**src/rtl/serial_adder_pkg.sv**
```systemverilog
// Shared types and constants for the bit-serial adder.
// Optional signed-overflow output is enabled by SERIAL_ADDER_OVF_EN.
package serial_adder_pkg;

  localparam int SERIAL_ADDER_DEFAULT_WIDTH = 8;

  typedef enum logic [1:0] {
    IDLE = 2'd0,
    RUN  = 2'd1,
    DONE = 2'd2
  } state_e;

endpackage

```
**src/rtl/serial_adder_if.sv**
```systemverilog
// Start/operand/result bundle between requester and serial adder.
// ovf exists only when SERIAL_ADDER_OVF_EN is defined.
interface serial_adder_if
  import serial_adder_pkg::*;
#(
  parameter int WIDTH = SERIAL_ADDER_DEFAULT_WIDTH
);

  logic             start;
  logic [WIDTH-1:0] a;
  logic [WIDTH-1:0] b;
  logic             cin;
  logic             busy;
  logic             done;
  logic [WIDTH-1:0] sum;
  logic             cout;

`ifdef SERIAL_ADDER_OVF_EN
  logic             ovf;

  modport master (
    output start, a, b, cin,
    input  busy, done, sum, cout, ovf
  );

  modport slave (
    input  start, a, b, cin,
    output busy, done, sum, cout, ovf
  );
`else
  modport master (
    output start, a, b, cin,
    input  busy, done, sum, cout
  );

  modport slave (
    input  start, a, b, cin,
    output busy, done, sum, cout
  );
`endif

endinterface

```
**src/rtl/full_adder.sv**
```systemverilog
// Single-bit full adder used once per bit-cycle by the serial adder.
module full_adder (
  input  logic a,
  input  logic b,
  input  logic cin,
  output logic sum,
  output logic cout
);

  assign sum  = a ^ b ^ cin;
  assign cout = (a & b) | (cin & (a ^ b));

endmodule

```
**src/rtl/serial_adder.sv**
```systemverilog
// Bit-serial adder: LSB-first, one full adder, WIDTH cycles per add.
// Define SERIAL_ADDER_OVF_EN to add the signed-overflow output.
module serial_adder
  import serial_adder_pkg::*;
#(
  parameter int WIDTH = SERIAL_ADDER_DEFAULT_WIDTH
) (
  input  logic          clk,
  input  logic          rst,
  serial_adder_if.slave sa_if
);

  localparam int             CW   = $clog2(WIDTH + 1);
  localparam logic [CW-1:0]  LAST = CW'(WIDTH - 1);

  state_e           state_q;
  logic [WIDTH-1:0] a_q;
  logic [WIDTH-1:0] b_q;
  logic [WIDTH-1:0] acc_q;
  logic [WIDTH-1:0] acc_d;
  logic [WIDTH-1:0] sum_q;
  logic [CW-1:0]    cnt_q;
  logic             c_q;
  logic             cout_q;
  logic             busy_q;
  logic             done_q;
  logic             fa_s;
  logic             fa_c;
`ifdef SERIAL_ADDER_OVF_EN
  logic             ovf_q;
`endif

  full_adder u_fa (
    .a    (a_q[0]),
    .b    (b_q[0]),
    .cin  (c_q),
    .sum  (fa_s),
    .cout (fa_c)
  );

  // New sum bit enters at the MSB; after WIDTH shifts it is aligned.
  assign acc_d = (acc_q >> 1) | (WIDTH'(fa_s) << (WIDTH - 1));

  always_ff @(posedge clk) begin
    if (rst) begin
      state_q <= IDLE;
      a_q     <= '0;
      b_q     <= '0;
      acc_q   <= '0;
      sum_q   <= '0;
      cnt_q   <= '0;
      c_q     <= 1'b0;
      cout_q  <= 1'b0;
      busy_q  <= 1'b0;
      done_q  <= 1'b0;
`ifdef SERIAL_ADDER_OVF_EN
      ovf_q   <= 1'b0;
`endif
    end else begin
      done_q <= 1'b0;
      unique case (state_q)
        IDLE: begin
          if (sa_if.start) begin
            a_q     <= sa_if.a;
            b_q     <= sa_if.b;
            c_q     <= sa_if.cin;
            acc_q   <= '0;
            cnt_q   <= '0;
            busy_q  <= 1'b1;
            state_q <= RUN;
          end
        end
        RUN: begin
          a_q   <= a_q >> 1;
          b_q   <= b_q >> 1;
          c_q   <= fa_c;
          acc_q <= acc_d;
          if (cnt_q == LAST) begin
            sum_q   <= acc_d;
            cout_q  <= fa_c;
`ifdef SERIAL_ADDER_OVF_EN
            // c_q here is the carry into the MSB
            ovf_q   <= c_q ^ fa_c;
`endif
            busy_q  <= 1'b0;
            state_q <= DONE;
          end else begin
            cnt_q <= cnt_q + CW'(1);
          end
        end
        DONE: begin
          done_q  <= 1'b1;
          state_q <= IDLE;
        end
        default: begin
          busy_q  <= 1'b0;
          state_q <= IDLE;
        end
      endcase
    end
  end

  assign sa_if.busy = busy_q;
  assign sa_if.done = done_q;
  assign sa_if.sum  = sum_q;
  assign sa_if.cout = cout_q;
`ifdef SERIAL_ADDER_OVF_EN
  assign sa_if.ovf  = ovf_q;
`endif

endmodule

```
**src/flat_wrapper.sv**
```systemverilog
// flat-port wrapper written by rule: the top's interface ports become plain ports
module serial_adder_flat import serial_adder_pkg::*;
#(
  parameter int WIDTH = SERIAL_ADDER_DEFAULT_WIDTH
)
  (clk, rst, sa_if_start, sa_if_a, sa_if_b, sa_if_cin, sa_if_busy, sa_if_done, sa_if_sum, sa_if_cout);
  serial_adder_if #(.WIDTH(WIDTH)) sa_if_i ();
  input  logic clk;
  input  logic rst;
  input wire logic [$bits(sa_if_i.start)-1:0] sa_if_start;
  input wire logic [$bits(sa_if_i.a)-1:0] sa_if_a;
  input wire logic [$bits(sa_if_i.b)-1:0] sa_if_b;
  input wire logic [$bits(sa_if_i.cin)-1:0] sa_if_cin;
  output wire logic [$bits(sa_if_i.busy)-1:0] sa_if_busy;
  output wire logic [$bits(sa_if_i.done)-1:0] sa_if_done;
  output wire logic [$bits(sa_if_i.sum)-1:0] sa_if_sum;
  output wire logic [$bits(sa_if_i.cout)-1:0] sa_if_cout;
  assign sa_if_i.start = sa_if_start;
  assign sa_if_i.a = sa_if_a;
  assign sa_if_i.b = sa_if_b;
  assign sa_if_i.cin = sa_if_cin;
  assign sa_if_busy = sa_if_i.busy;
  assign sa_if_done = sa_if_i.done;
  assign sa_if_sum = sa_if_i.sum;
  assign sa_if_cout = sa_if_i.cout;
  serial_adder #(.WIDTH(WIDTH)) u_core (.clk(clk), .rst(rst), .sa_if(sa_if_i));
endmodule
```
**config.mk**
```make
export PLATFORM = sky130hd
export DESIGN_NAME = serial_adder_flat
export DESIGN_NICKNAME = d
export VERILOG_FILES = /design/src/rtl/serial_adder_pkg.sv /design/src/rtl/serial_adder_if.sv /design/src/rtl/full_adder.sv /design/src/rtl/serial_adder.sv /design/src/flat_wrapper.sv
export SDC_FILE = /design/constraint.sdc
export NUM_CORES = 1
export LEC_CHECK = 0
export CAP_MARGIN = 10
export CORE_ASPECT_RATIO = 0.7
export CORE_MARGIN = 4
export CORE_UTILIZATION = 50
export DETAILED_ROUTE_END_ITERATION = 12
export PLACE_DENSITY = 0.73
export SETUP_SLACK_MARGIN = 0.2
export SYNTH_ARGS = -nofsm -noshare
export SYNTH_HDL_FRONTEND = slang
export SYNTH_HIERARCHICAL = 1
export SYNTH_SLANG_ARGS = --single-unit
```
**constraint.sdc**
```tcl
create_clock -name clk -period 1.8 [get_ports clk]
set_input_delay 0.36 -clock clk [delete_from_list [all_inputs] [get_ports clk]]
set_output_delay 0.36 -clock clk [all_outputs]
set_load 0.01 [all_outputs]
```
==> flow_summary.json <==
{
  "dieArea_sq_mm": 0.00466,
  "avgSynthCellArea_sq_um": 9.32,
  "setup_tns_ns": 0,
  "netlist_top_cells_count": "41 x dfxtp_1, 25 x nor2_1, 16 x nand2_1",
  "reg2reg_to": "u_core/cnt_q[0]$_SDFFE_PP0P_",
  "track_usage": 0.188,
  "timing.critical_path.buf_inv": 1,
  "wirelength_microns": 3970,
  "status": "completed",
  "antenna_cells": 0,
  "synth_top_flop_cell": "dfxtp_1",
  "yosysTopAreaCellShare": 0.454,
  "first_global_vias": 1466,
  "yosysTopAreaCell": "dfxtp_1",
  "max_stage_delay_ns": 0.54,
  "setup_viol": 0,
  "cts_max_path_buffers": 2,
  "ant_nets": 0,
  "globalRouteOverflowTotal": 0,
  "fillers": 279,
  "synth-edff-count": 0,
  "placed_area_sq_mm": 0.00214,
  "initial_core_util": 0.548,
  "hold_depth": 2,
  "power.leakage_nw": 0.811,
  "maxSlewViolCount": 0,
  "slowest_stage": "clkdlybuf4s50_1",
  "syn2layout_area_growth_pct": 23.7,
  "fin_area_sq_mm": 0.00224,
  "path_class": "reg -> out",
  "path_cells": "clkdlybuf4s50_1",
  "cp-end-kind": "output pin",
  "cts_buffers": 5,
  "ff2ff_path_depth": 3,
  "die_y_microns": 58.3,
  "cp_top_family": "buffers and inverters",
  "hold_viol_final": 0,
  "clkSinkCount": 41,
  "grt_pass1_wl_microns": 6740,
  "placedCellCount": 262,
  "io_pins": 31,
  "critPathMaxFanout": 2,
  "wl_per_cell_microns": 14.7,
  "drive_above_1_share": 0.193,
  "rsz0062_at_grt": "false",
  "ff2ff_setup_slack_ns": 0.33,
  "maxSlewHeadroom": 0.746,
  "grt_antenna_before_repair": 0,
  "synth_cells": 194,
  "synth_most_common_cell": "dfxtp_1",
  "synthArstFlopShare": 0,
  "max_cap_violations": 0,
  "tritoncts": "done",
  "routabilityCongestion": 0.729,
  "ys_types": 34,
  "r2r_start": "u_core/state_q[0]$_SDFFE_PP0P_",
  "powerDensity_mw_per_mm2": 822,
  "via_count": 1494,
  "netlist_area_sq_mm": 0.00181,
  "max_freq_mhz": 653,
  "yosys_warnings": 6,
  "synth_area_leaders": "dfxtp_1 45%, a211oi_2 7.6%, a21oi_2 5.3%, nor2_1 5.2%, a21oi_1 3.9%",
  "nets": 245,
  "core_area_sq_mm": 0.00330,
  "ys_seq_elements": 41,
  "die_x_microns": 79.9,
  "worst_setup_path_start_kind": "flop",
  "power_w": 0.00184,
  "drtIter0Drc": 42,
  "fin_cells": 270,
  "finalCritPeriodShare": 0.851,
  "dpl.hpwl_microns": 2650,
  "synth_fp_nets": 216,
  "rows": 17,
  "cts_max_level": 2,
  "grt_max_degree": 35,
  "period_needed_ns": 1.53,
  "hold_path_class": "reg -> reg",
  "post_cts_resized": 0,
  "clk_latency_ns": 0.29,
  "required_ns": 1.44,
  "fin_util": 0.679,
  "holdPathEnd": "u_core/sa_if.sum[0]$_SDFFE_PP0P_",
  "vdd_drop_max_uv": 649,
  "tightest_slew_ns": 0.382,
  "drc_errors": 0,
  "seq_area_frac_synth": 0.454,
  "first_pass_iters": 4,
  "skew_ns": 0.00295,
  "min-delay-start": "u_core/acc_q[1]$_SDFFE_PP0P_",
  "clk_pin_slew_ns": 0.08,
  "cp.arrival_ns": 1.17,
  "port_buffers": 30,
  "via_per_inst": 5.53,
  "root_buffer": "clkbuf_8",
  "cts_hold_buf": 0
}
==> per-stage QoR <==
| stage | hold slack (ns) | setup WS, ns |
|---|---|---|
| detailed placement | 0.469 | 0.0953 |
| global route | 0.510 | 0.214 |
| CTS | 0.481 | 0.269 |
| floorplan | 0.444 | 0.501 |
| finish | 0.480 | 0.268 |
| global placement | 0.455 | 0.118 |
==> logic make-up after synthesis <==
family / count (synthesis) / share of synthesized area
adder cells (fa/ha/maj): 2 / 0.0180
AO/OA/AOI/OAI: 66 / 0.286
flip-flops: 41 / 0.454
buffers and inverters: 18 / 0.0657
AND/OR/NAND/NOR: 67 / 0.176
==> tightest hold or removal path, cell delays in order, from the launching register on <==
cell,delay [ns]
dfxtp_1,0.32
nand3_1,0.06
a21oi_1,0.05
==> final cells by class <==
class,count,area (sq um),area share
Multi-Input combinational cell,135,871,0.389
Sequential cell,41,821,0.367
Timing Repair Buffer,40,400,0.179
Clock buffer,7,86.3,0.0386
Tap cell,47,58.8,0.0263
==> metal layers <==
layer  up-vias  track usage  part of all wire
li1        746            -                 -
met1       704        0.257              0.50
met2        37        0.282              0.44
met3         7       0.0505             0.041
met4         0       0.0795             0.018
met5         -            0                 0
==> cells in the final DEF (no fill, tap or decap), types with 8 or more instances in the layout <==
cell,instances
a21oi_2,11
nand3_1,10
clkdlybuf4s50_1,30
a22oi_1,9
nand2_1,16
o21ai_0,10
buf_4,8
a21oi_1,14
nor2_1,25
dfxtp_1,41
a211oi_2,11
==> state kept, by name, summed over array words and instances (netlist names) <==
name,count
u_core/sa_if.sum,8
u_core/sa_if.cout,1
u_core/state_q,2
u_core/sa_if.busy,1
u_core/acc_q,7
u_core/a_q,8
u_core/c_q,1
u_core/sa_if.done,1
u_core/b_q,8
u_core/cnt_q,4
==> worst max path at each step <==
stage	from	cells after the start	slack, ns	to
3_5_place_dp	sa_if_start	4	0.1	u_core/cnt_q[3]$_SDFFE_PP0P_
6_report	u_core/sa_if.sum[6]$_SDFFE_PP0P_	1	0.27	sa_if_sum[6]
4_1_cts	u_core/sa_if.sum[6]$_SDFFE_PP0P_	1	0.27	sa_if_sum[6]
5_1_grt	u_core/state_q[0]$_SDFFE_PP0P_	3	0.21	u_core/cnt_q[0]$_SDFFE_PP0P_
3_3_place_gp	sa_if_start	4	0.12	u_core/cnt_q[3]$_SDFFE_PP0P_
2_1_floorplan	u_core/cnt_q[0]$_SDFFE_PP0P_	5	0.50	u_core/sa_if.busy$_SDFFE_PP0P_
==> power by group <==
group | total [W] | internal [W] | switching (W)
clock network | 0.000607 | 0.000304 | 0.000303
registers | 0.000976 | 0.000947 | 0.0000290
logic | 0.000256 | 0.000121 | 0.000135
total | 0.00184 | 0.00137 | 0.000467
==> timing repair <==
action	4_1_cts	5_1_grt
endpoints found under the hold margin	0	0
buffers inserted	0	1
setup endpoints to repair	0	1
(Power assumes the default switching activity.)
